--- config.mk ---
export PLATFORM = sky130hd
export DESIGN_NAME = row_clear_engine_flat
export DESIGN_NICKNAME = d
export VERILOG_FILES = /design/src/rtl/row_clear_if.sv /design/src/rtl/row_clear_engine.sv /design/src/flat_wrapper.sv
export SDC_FILE = /design/constraint.sdc
export NUM_CORES = 1
export LEC_CHECK = 0
export BUFFER_PORTS_ARGS = -buffer_cell sky130_fd_sc_hd__buf_4
export CAP_MARGIN = 25
export CORE_UTILIZATION = 49
export CTS_BUF_LIST = sky130_fd_sc_hd__clkbuf_16
export CTS_CLUSTER_SIZE = 24
export DETAILED_ROUTE_END_ITERATION = 12
export PLACE_DENSITY = 0.82
export RECOVER_POWER = 25
export SYNTH_ARGS = -nofsm -noshare
export SYNTH_HDL_FRONTEND = slang
export SYNTH_SLANG_ARGS = --single-unit
--- constraint.sdc ---
create_clock -name clk -period 2.4 [get_ports clk]
set_input_delay 0.24 -clock clk [delete_from_list [all_inputs] [get_ports clk]]
set_output_delay 0.24 -clock clk [all_outputs]
set_load 0.02 [all_outputs]
--- src/rtl/row_clear_if.sv ---
// Playfield-side bundle for row_clear_engine: grid load, start request, and grid/count/flag readback.
interface row_clear_if #(
  parameter int ROWS = 3,
  parameter int COLS = 4,
  parameter int CW   = $clog2(ROWS + 1)
) ();
  logic                 load;
  logic [ROWS*COLS-1:0] din;
  logic                 start;
  logic [ROWS*COLS-1:0] grid;
  logic [ROWS-1:0]      full_flags;
  logic [ROWS-1:0]      first_full;
  logic                 busy;
  logic                 done;
  logic [CW-1:0]        cleared_count;

  modport master (
    output load, din, start,
    input  grid, full_flags, first_full, busy, done, cleared_count
  );

  modport slave (
    input  load, din, start,
    output grid, full_flags, first_full, busy, done, cleared_count
  );
endinterface

--- src/rtl/row_clear_engine.sv ---
// Registered ROWS x COLS occupancy grid with an iterative full-row clear (one row per SCAN/CLEAR pair).
// Handshake: load/start are sampled only while busy=0; load has priority over start; start acts as a
// request accepted on that edge, and the sequence ends with a single-cycle done pulse.
module row_clear_engine #(
  parameter int ROWS = 3,
  parameter int COLS = 4,
  parameter int CW   = $clog2(ROWS + 1)
) (
  input  logic        clk,
  input  logic        reset,
  row_clear_if.slave  bus,
  output logic [1:0]  state_dbg
);
  localparam int W  = ROWS * COLS;
  localparam int KW = $clog2(ROWS);

  typedef enum logic [1:0] {IDLE = 2'd0, SCAN = 2'd1, CLEAR = 2'd2, DONE = 2'd3} state_t;

  state_t          state_q, state_d;
  logic [W-1:0]    grid_q;
  logic [W-1:0]    shifted;
  logic [CW-1:0]   count_q;
  logic [KW-1:0]   k_q;
  logic [KW-1:0]   first_idx;
  logic [ROWS-1:0] full;
  logic [ROWS-1:0] first;
  logic            busy;
  logic            done;

  // Row r lives in bits [(ROWS-r)*COLS-1 -: COLS], so row 0 sits in the MSBs.
  always_comb begin
    full = '0;
    for (int r = 0; r < ROWS; r++) begin
      full[r] = &grid_q[(ROWS-r)*COLS-1 -: COLS];
    end
  end

  // Lowest set bit isolation gives the topmost full row as a one-hot.
  assign first = full & (~full + ROWS'(1));

  always_comb begin
    first_idx = '0;
    for (int r = ROWS - 1; r >= 0; r--) begin
      if (full[r]) first_idx = KW'(r);
    end
  end

  // Remove row k: everything above drops one row, row 0 becomes empty.
  always_comb begin
    shifted = '0;
    for (int r = 1; r < ROWS; r++) begin
      if (r <= int'(k_q))
        shifted[(ROWS-r)*COLS-1 -: COLS] = grid_q[(ROWS-r+1)*COLS-1 -: COLS];
      else
        shifted[(ROWS-r)*COLS-1 -: COLS] = grid_q[(ROWS-r)*COLS-1 -: COLS];
    end
  end

  always_ff @(posedge clk) begin
    if (reset) state_q <= IDLE;
    else       state_q <= state_d;
  end

  always_comb begin
    state_d = state_q;
    case (state_q)
      IDLE:    if (!bus.load && bus.start) state_d = SCAN;
      SCAN:    state_d = (|full) ? CLEAR : DONE;
      CLEAR:   state_d = SCAN;
      DONE:    state_d = IDLE;
      default: state_d = IDLE;
    endcase
  end

  always_comb begin
    busy = 1'b0;
    done = 1'b0;
    case (state_q)
      IDLE:    busy = 1'b0;
      SCAN:    busy = 1'b1;
      CLEAR:   busy = 1'b1;
      DONE:    begin busy = 1'b1; done = 1'b1; end
      default: busy = 1'b0;
    endcase
  end

  always_ff @(posedge clk) begin
    if (reset) begin
      grid_q  <= '0;
      count_q <= '0;
      k_q     <= '0;
    end else begin
      case (state_q)
        IDLE: begin
          if (bus.load)       grid_q  <= bus.din;
          else if (bus.start) count_q <= '0;
        end
        SCAN:  if (|full) k_q <= first_idx;
        CLEAR: begin
          grid_q  <= shifted;
          count_q <= count_q + CW'(1);
        end
        default: ;
      endcase
    end
  end

  assign bus.grid          = grid_q;
  assign bus.full_flags    = full;
  assign bus.first_full    = first;
  assign bus.busy          = busy;
  assign bus.done          = done;
  assign bus.cleared_count = count_q;
  assign state_dbg         = state_q;
endmodule

--- src/flat_wrapper.sv ---
// flat-port wrapper written by rule: the top's interface ports become plain ports
module row_clear_engine_flat 
#(
  parameter int ROWS = 3,
  parameter int COLS = 4,
  parameter int CW   = $clog2(ROWS + 1)
)
  (clk, reset, state_dbg, bus_load, bus_din, bus_start, bus_grid, bus_full_flags, bus_first_full, bus_busy, bus_done, bus_cleared_count);
  row_clear_if #(.ROWS(ROWS), .COLS(COLS), .CW(CW)) bus_i ();
  input  logic clk;
  input  logic reset;
  output logic [1:0] state_dbg;
  input wire logic [$bits(bus_i.load)-1:0] bus_load;
  input wire logic [$bits(bus_i.din)-1:0] bus_din;
  input wire logic [$bits(bus_i.start)-1:0] bus_start;
  output wire logic [$bits(bus_i.grid)-1:0] bus_grid;
  output wire logic [$bits(bus_i.full_flags)-1:0] bus_full_flags;
  output wire logic [$bits(bus_i.first_full)-1:0] bus_first_full;
  output wire logic [$bits(bus_i.busy)-1:0] bus_busy;
  output wire logic [$bits(bus_i.done)-1:0] bus_done;
  output wire logic [$bits(bus_i.cleared_count)-1:0] bus_cleared_count;
  assign bus_i.load = bus_load;
  assign bus_i.din = bus_din;
  assign bus_i.start = bus_start;
  assign bus_grid = bus_i.grid;
  assign bus_full_flags = bus_i.full_flags;
  assign bus_first_full = bus_i.first_full;
  assign bus_busy = bus_i.busy;
  assign bus_done = bus_i.done;
  assign bus_cleared_count = bus_i.cleared_count;
  row_clear_engine #(.ROWS(ROWS), .COLS(COLS), .CW(CW)) u_core (.clk(clk), .reset(reset), .bus(bus_i), .state_dbg(state_dbg));
endmodule
==> results of run 1 <==
[per-layer routing]
layer | GRT usage | vias up | part of all wire
li1 | - | 432 | -
met1 | 0.309 | 394 | 0.47
met2 | 0.342 | 33 | 0.46
met3 | 0.0360 | 2 | 0.057
met4 | 0.0909 | 0 | 0.0041
met5 | 0 | - | 0
[through the flow]
step	setup WS, ns	util	cells	hold slack [ns]
floorplan	0.945	-	102	0.466
global placement	0.733	0.684	158	0.485
detailed placement	0.675	0.684	158	0.495
CTS	0.631	0.730	162	0.306
global route	0.532	0.708	162	0.312
finish	0.613	0.708	162	0.305
[synth_stat cells, drive strengths merged]
library cell | n | area (sq um)
nor3 | 1 | 5.00
o21bai | 1 | 7.51
and2 | 2 | 12.5
or3b | 1 | 8.76
dfxtp | 18 | 360
a211oi | 9 | 80.1
and4 | 3 | 26.3
nor2 | 23 | 96.4
buf | 5 | 36.3
a21boi | 1 | 7.51
mux2i | 9 | 90.1
or2 | 1 | 6.26
o21ai | 2 | 10.0
a2bb2oi | 4 | 35.0
nand2b | 2 | 12.5
nor2b | 9 | 56.3
a21oi | 7 | 35.0
clkbuf | 3 | 11.3
a22oi | 1 | 7.51
[worst paths after layout]
| check | end | slack (ns) |
|---|---|---|
| min | u_core.bus.cleared_count[1] | 0.30 |
| max | u_core.bus.cleared_count[1] | 0.61 |
| max reg2reg | u_core.bus.cleared_count[1] | 0.61 |
| min reg2reg | u_core.bus.cleared_count[1] | 0.50 |
[state kept, by name, indices dropped and copies added, names as in the netlist]
register / count
u_core.bus.cleared_count: 2
u_core.bus.grid: 12
u_core.k_q: 2
u_core.state_dbg: 2
[kinds of logic after synthesis]
group	share of synthesized area
and+or+nand+nor	0.248
DFF	0.398
AOI/OAI and AO/OA	0.202
buffers and inverters	0.0526
muxes	0.0996
[report_power, final]
part / internal (W) / switching [W]
registers: 0.000324 / 0.0000330
logic: 0.0000787 / 0.0000980
clock network: 0.000221 / 0.000106
total: 0.000624 / 0.000237
[worst reg2reg max path, cell delays in order (launching register included)]
cell	delay, ns
sky130_fd_sc_hd__dfxtp_1	0.69
sky130_fd_sc_hd__nand2b_1	0.45
sky130_fd_sc_hd__or3b_1	0.46
sky130_fd_sc_hd__a21oi_1	0.12
[placed cells by master, fill, tap and decap left out, types with 2 or more instances in the layout]
| cell | count |
|---|---|
| sky130_fd_sc_hd__buf_4 | 29 |
| sky130_fd_sc_hd__nor2_1 | 21 |
| sky130_fd_sc_hd__dfxtp_1 | 18 |
| sky130_fd_sc_hd__clkbuf_1 | 10 |
| sky130_fd_sc_hd__nor2b_1 | 9 |
| sky130_fd_sc_hd__mux2i_1 | 9 |
| sky130_fd_sc_hd__a211oi_1 | 8 |
| sky130_fd_sc_hd__a21oi_1 | 7 |
| sky130_fd_sc_hd__a2bb2oi_1 | 4 |
| sky130_fd_sc_hd__and4_1 | 3 |
| sky130_fd_sc_hd__clkbuf_16 | 3 |
| sky130_fd_sc_hd__and2_1 | 2 |
| sky130_fd_sc_hd__nand2b_1 | 2 |
| sky130_fd_sc_hd__o21ai_0 | 2 |
[cell type report]
| class | instances | area (sq um) |
|---|---|---|
| fill | 156 | 504 |
| tap | 25 | 31.3 |
| timing repair buffer | 39 | 255 |
| clock inverter | 1 | 3.75 |
| sequential | 18 | 360 |
| multi-input combinational | 76 | 497 |
| clock buffer | 3 | 75.1 |
==> impl_metrics.toml, run 1 <==
[run_status]
outcome = "complete, no violations"

[logic_synthesis]
synthesized_cell_area_sq_um = 905
synth_area_per_cell_sq_um = 8.87
synthDistinctLibCells = 24
synth.yosys.warnings = 0
synth_seq_cells = 18
synth_fp_nets = 118
syn_inst = 102
synth_sequential_area_ratio = 0.398

[clock_tree]
clk_pin_slew_ns = 0.05
cts-htree-levels = 1
cts_root_buf = "sky130_fd_sc_hd__clkbuf_16"
ctsLongestPathBuffers = 2
cts_inserted_buffers = 3
cts_tree = "built"
post_cts_resized = 0
clock-sinks = 18
cts_setup_buffers = 0
clock_insertion_delay_worst_skew_ns = 0.24
cts_hold_buffers = 0

[global_routing]
global_routing_usage_summed_across_all_routing_layers = 0.222
grt_pass1_vias = 687
globalRoute.totalOverflow = 0
grt_start_max_net_pins = 19
grt_first_pass_wirelength_microns = 3220
antenna_found_initial = 0

[job]
cap_violations = 0

[final_layout]
antenna-diode-count = 0
finalInstanceArea_sq_um = 1220
synthToLayoutAreaGrowth_pct = 35.1
fraction_of_layout_cells_with_a_size_suffix_above_1 = 0.263
num-nets-final = 154

[floorplan]
initial_core_util = 0.524
placementRows = 15
design.portCount = 40
coreArea_sq_um = 1730
dieWidth_microns = 45.0
die_height_microns = 45.0
fp.dieArea_sq_um = 2020

[sta]
period_needed_ns = 1.79
worst_pin_slew_ns = 0.589
finalSetupViolations = 0
unrepaired_setup_endpoints_after_global_routing = "no"
hold_viol = 0
setup_tns_ns = 0
fmax_mhz = 560
finalCritPeriodShare = 0.745
clock_skew_ns = 0.000854
relSlewSlack = 0.607
timing_max_transition_violations_final = 0

[drt]
first_pass_detailed_route_iteration_total = 4
detail_route.wl_per_cell_microns = 13.4
viasPerCell = 5.31
drtIter0Drc = 23
drt-total-wl_microns = 2170
drc = 0
antenna_violating_nets_post_route = 0
via_count = 861

[worst_hold_path]
hold_path_class = "primary input to register"
timing.hold.worst_path_depth = 2
min-delay-start = "reset"

[worst_setup_path]
crit_buf_inv = 0
worst_path_required_ns = 2.58
worstPathCellList = "nand2b_1 > or3b_1 > a21oi_1"
critical-path-slowest-cell = "sky130_fd_sc_hd__dfxtp_1"
ff2ff_path_depth = 3
slowest_delay_ns = 0.69
crit_path_max_fanout = 15
timing.setup.critical_path_class = "register to register"
number_of_stages_on_the_worst_setup_path = 3
crit_start = "u_core.state_dbg[1]"
worst_r2r_startpoint = "u_core.state_dbg[1]"
critical_path_arrival_ns = 1.97
setup.worst_path.end_class = "register"
path_delay_family = "simple AND/OR/NAND/NOR gates"
critPathLaunchType = "register"

[pwr]
power_leakage_nw = 0.565
ir_worst_vdd_mv = 0.333
post-layout-total-power_w = 0.000861
power_density_nw_per_um2 = 705

[placement]
gpl.final_weighted_congestion = 0.821
port_buffers = 39
postPlaceCellArea_sq_um = 1180
detailedPlacementHpwl_microns = 1520
Power figures use the tool's default switching activity.
==> inputs of run 2 (changes only) <==
--- a/config.mk
+++ b/config.mk
@@ -7,11 +7,11 @@
 export LEC_CHECK = 0
 export BUFFER_PORTS_ARGS = -buffer_cell sky130_fd_sc_hd__buf_4
 export CAP_MARGIN = 25
-export CORE_UTILIZATION = 49
+export CORE_UTILIZATION = 45
 export CTS_BUF_LIST = sky130_fd_sc_hd__clkbuf_16
 export CTS_CLUSTER_SIZE = 24
 export DETAILED_ROUTE_END_ITERATION = 12
-export PLACE_DENSITY = 0.82
+export PLACE_DENSITY = 0.77
 export RECOVER_POWER = 25
 export SYNTH_ARGS = -nofsm -noshare
 export SYNTH_HDL_FRONTEND = slang
==> constraint.sdc (replaced) <==
create_clock -name clk -period 1.65 [get_ports clk]
set_input_delay 0.165 -clock clk [delete_from_list [all_inputs] [get_ports clk]]
set_output_delay 0.165 -clock clk [all_outputs]
set_load 0.02 [all_outputs]
==> impl_metrics.toml, run 2 (synthesis gave the netlist of run 1 again) <==
[drt]
detail_route.wl_per_cell_microns = 13.2
viasPerCell = 5.30
drt-total-wl_microns = 2170
drc = 0
drtIter0Drc = 5
first_pass_detailed_route_iteration_total = 4
via_count = 874
antenna_violating_nets_post_route = 0

[final_layout]
final_cells = 165
fillers = 160
post-route-util = 0.693
largest_reg_flops = 12
mostFrequentLayoutCell = "sky130_fd_sc_hd__buf_4"
final_cell_mix = "sky130_fd_sc_hd__buf_4 (33), sky130_fd_sc_hd__nor2_1 (21), sky130_fd_sc_hd__dfxtp_1 (18)"
synthToLayoutAreaGrowth_pct = 38.0
num-nets-final = 157
fraction_of_layout_cells_with_a_size_suffix_above_1 = 0.286
antenna-diode-count = 0

[clock_tree]
cts_root_buf = "sky130_fd_sc_hd__clkbuf_16"
ctsLongestPathBuffers = 2
cts_hold_buffers = 0
clock-sinks = 18
clk_pin_slew_ns = 0.05
post_cts_resized = 0
cts_inserted_buffers = 3
cts_setup_buffers = 0
cts-htree-levels = 1
clock_insertion_delay_worst_skew_ns = 0.25
cts_tree = "built"

[pwr]
sequentialPowerShare = 0.398
power_density_nw_per_um2 = 1020
ir_worst_vdd_mv = 0.872
power.internal_w = 0.000918
fraction_of_power_spent_switching_nets = 0.281
power_leakage_nw = 0.584
power.combinational.fraction = 0.216
share_clk_of_total_power = 0.386
power_switching_w = 0.000358

[worst_setup_path]
critical-path-slowest-cell = "sky130_fd_sc_hd__dfxtp_1"
crit_path_max_fanout = 5
path_delay_family = "simple AND/OR/NAND/NOR gates"
critical_path_arrival_ns = 1.42
ff2ff_path_depth = 4
regToRegSetupSlack_ns = 0.21
slowest_delay_ns = 0.41
worst_r2r_startpoint = "u_core.state_dbg[1]"
r2r-end = "u_core.bus.grid[0]"
crit_buf_inv = 1
timing.setup.critical_path_class = "register to output port"
setup.worst_path.end_class = "output port"
worstPathCellList = "and4_1 > nor2_1 > and2_1 > buf_4"
critPathLaunchType = "register"
worst_path_required_ns = 1.48

[sta]
unrepaired_setup_endpoints_after_global_routing = "no"
finalCritPeriodShare = 0.960
hold_viol = 0
timing.hold.ws_ns = 0.220
fmax_mhz = 631
post-route-worst-setup-slack_ns = 0.0664
finalSetupViolations = 0
worst_pin_slew_ns = 0.364
timing_max_transition_violations_final = 0
setup_tns_ns = 0
relSlewSlack = 0.757
clock_skew_ns = 0.00130
period_needed_ns = 1.58

[worst_hold_path]
timing.hold.worst_path_depth = 2
end_point_of_the_worst_hold_path = "u_core.bus.cleared_count[1]"
min-delay-start = "reset"
hold_path_class = "primary input to register"

[global_routing]
grt_first_pass_wirelength_microns = 3240
global_routing_usage_summed_across_all_routing_layers = 0.219
antenna_found_initial = 0
grt_pass1_vias = 748
globalRoute.totalOverflow = 0
grt_start_max_net_pins = 19

[placement]
gpl.final_weighted_congestion = 0.779
dp_slack_ns = 0.229
place_inst = 161
detailedPlacementHpwl_microns = 1640
port_buffers = 39

[floorplan]
die_height_microns = 46.8
dieWidth_microns = 46.8
design.portCount = 40
coreArea_sq_um = 1800
fp.dieArea_sq_um = 2190
initial_core_util = 0.502
placementRows = 15

[job]
cap_violations = 0

[run_status]
outcome = "complete, no violations"
run 2: cell count changes in the layout (fill, tap and decap cells not counted):
cell	delta
sky130_fd_sc_hd__buf_4	+4
sky130_fd_sc_hd__clkbuf_1	-1
run 2: how the worst max path moves through the flow:
stage,to,cells after the start,startpoint
2_1_floorplan,bus_first_full[2],3,u_core.bus.grid[3]
3_3_place_gp,u_core.bus.grid[4],4,u_core.state_dbg[1]
3_5_place_dp,u_core.bus.grid[0],4,u_core.state_dbg[1]
4_1_cts,bus_first_full[2],4,u_core.bus.grid[11]
5_1_grt,bus_first_full[2],4,u_core.bus.grid[11]
6_report,bus_first_full[2],4,u_core.bus.grid[11]
run 2: through the flow:
stage	cell area (sq um)	total power, W
2_1_floorplan	905	0.000690
4_1_cts	1280	0.00130
5_1_grt	1250	0.00134
6_report	1250	0.00128
3_3_place_gp	1200	0.000804
3_5_place_dp	1200	0.000809
run 2: power by group through the flow:
stage                     clock (W)  sequential [W]  combinational [W]
after CTS                  0.000500        0.000508           0.000294
final                      0.000492        0.000508           0.000276
after global routing       0.000528        0.000513           0.000300
after detailed placement          0        0.000516           0.000293
after global placement            0        0.000515           0.000288
after floorplan                   0        0.000554           0.000136
run 2: cell type report:
type,instances,area [sq um],area share
multi-input cells,76,497,0.398
well taps,25,31.3,0.0251
flip-flops and latches,18,360,0.289
repair buffers,42,282,0.225
clock inverters,1,3.75,0.00301
clock buffers,3,75.1,0.0601
run 2: per-layer routing:
metal | up-vias | track usage | share of wire
met2 | 30 | 0.375 | 0.49
met5 | - | 0 | 0
li1 | 437 | - | -
met3 | 3 | 0.0692 | 0.054
met1 | 404 | 0.261 | 0.45
met4 | 0 | 0.0686 | 0.011
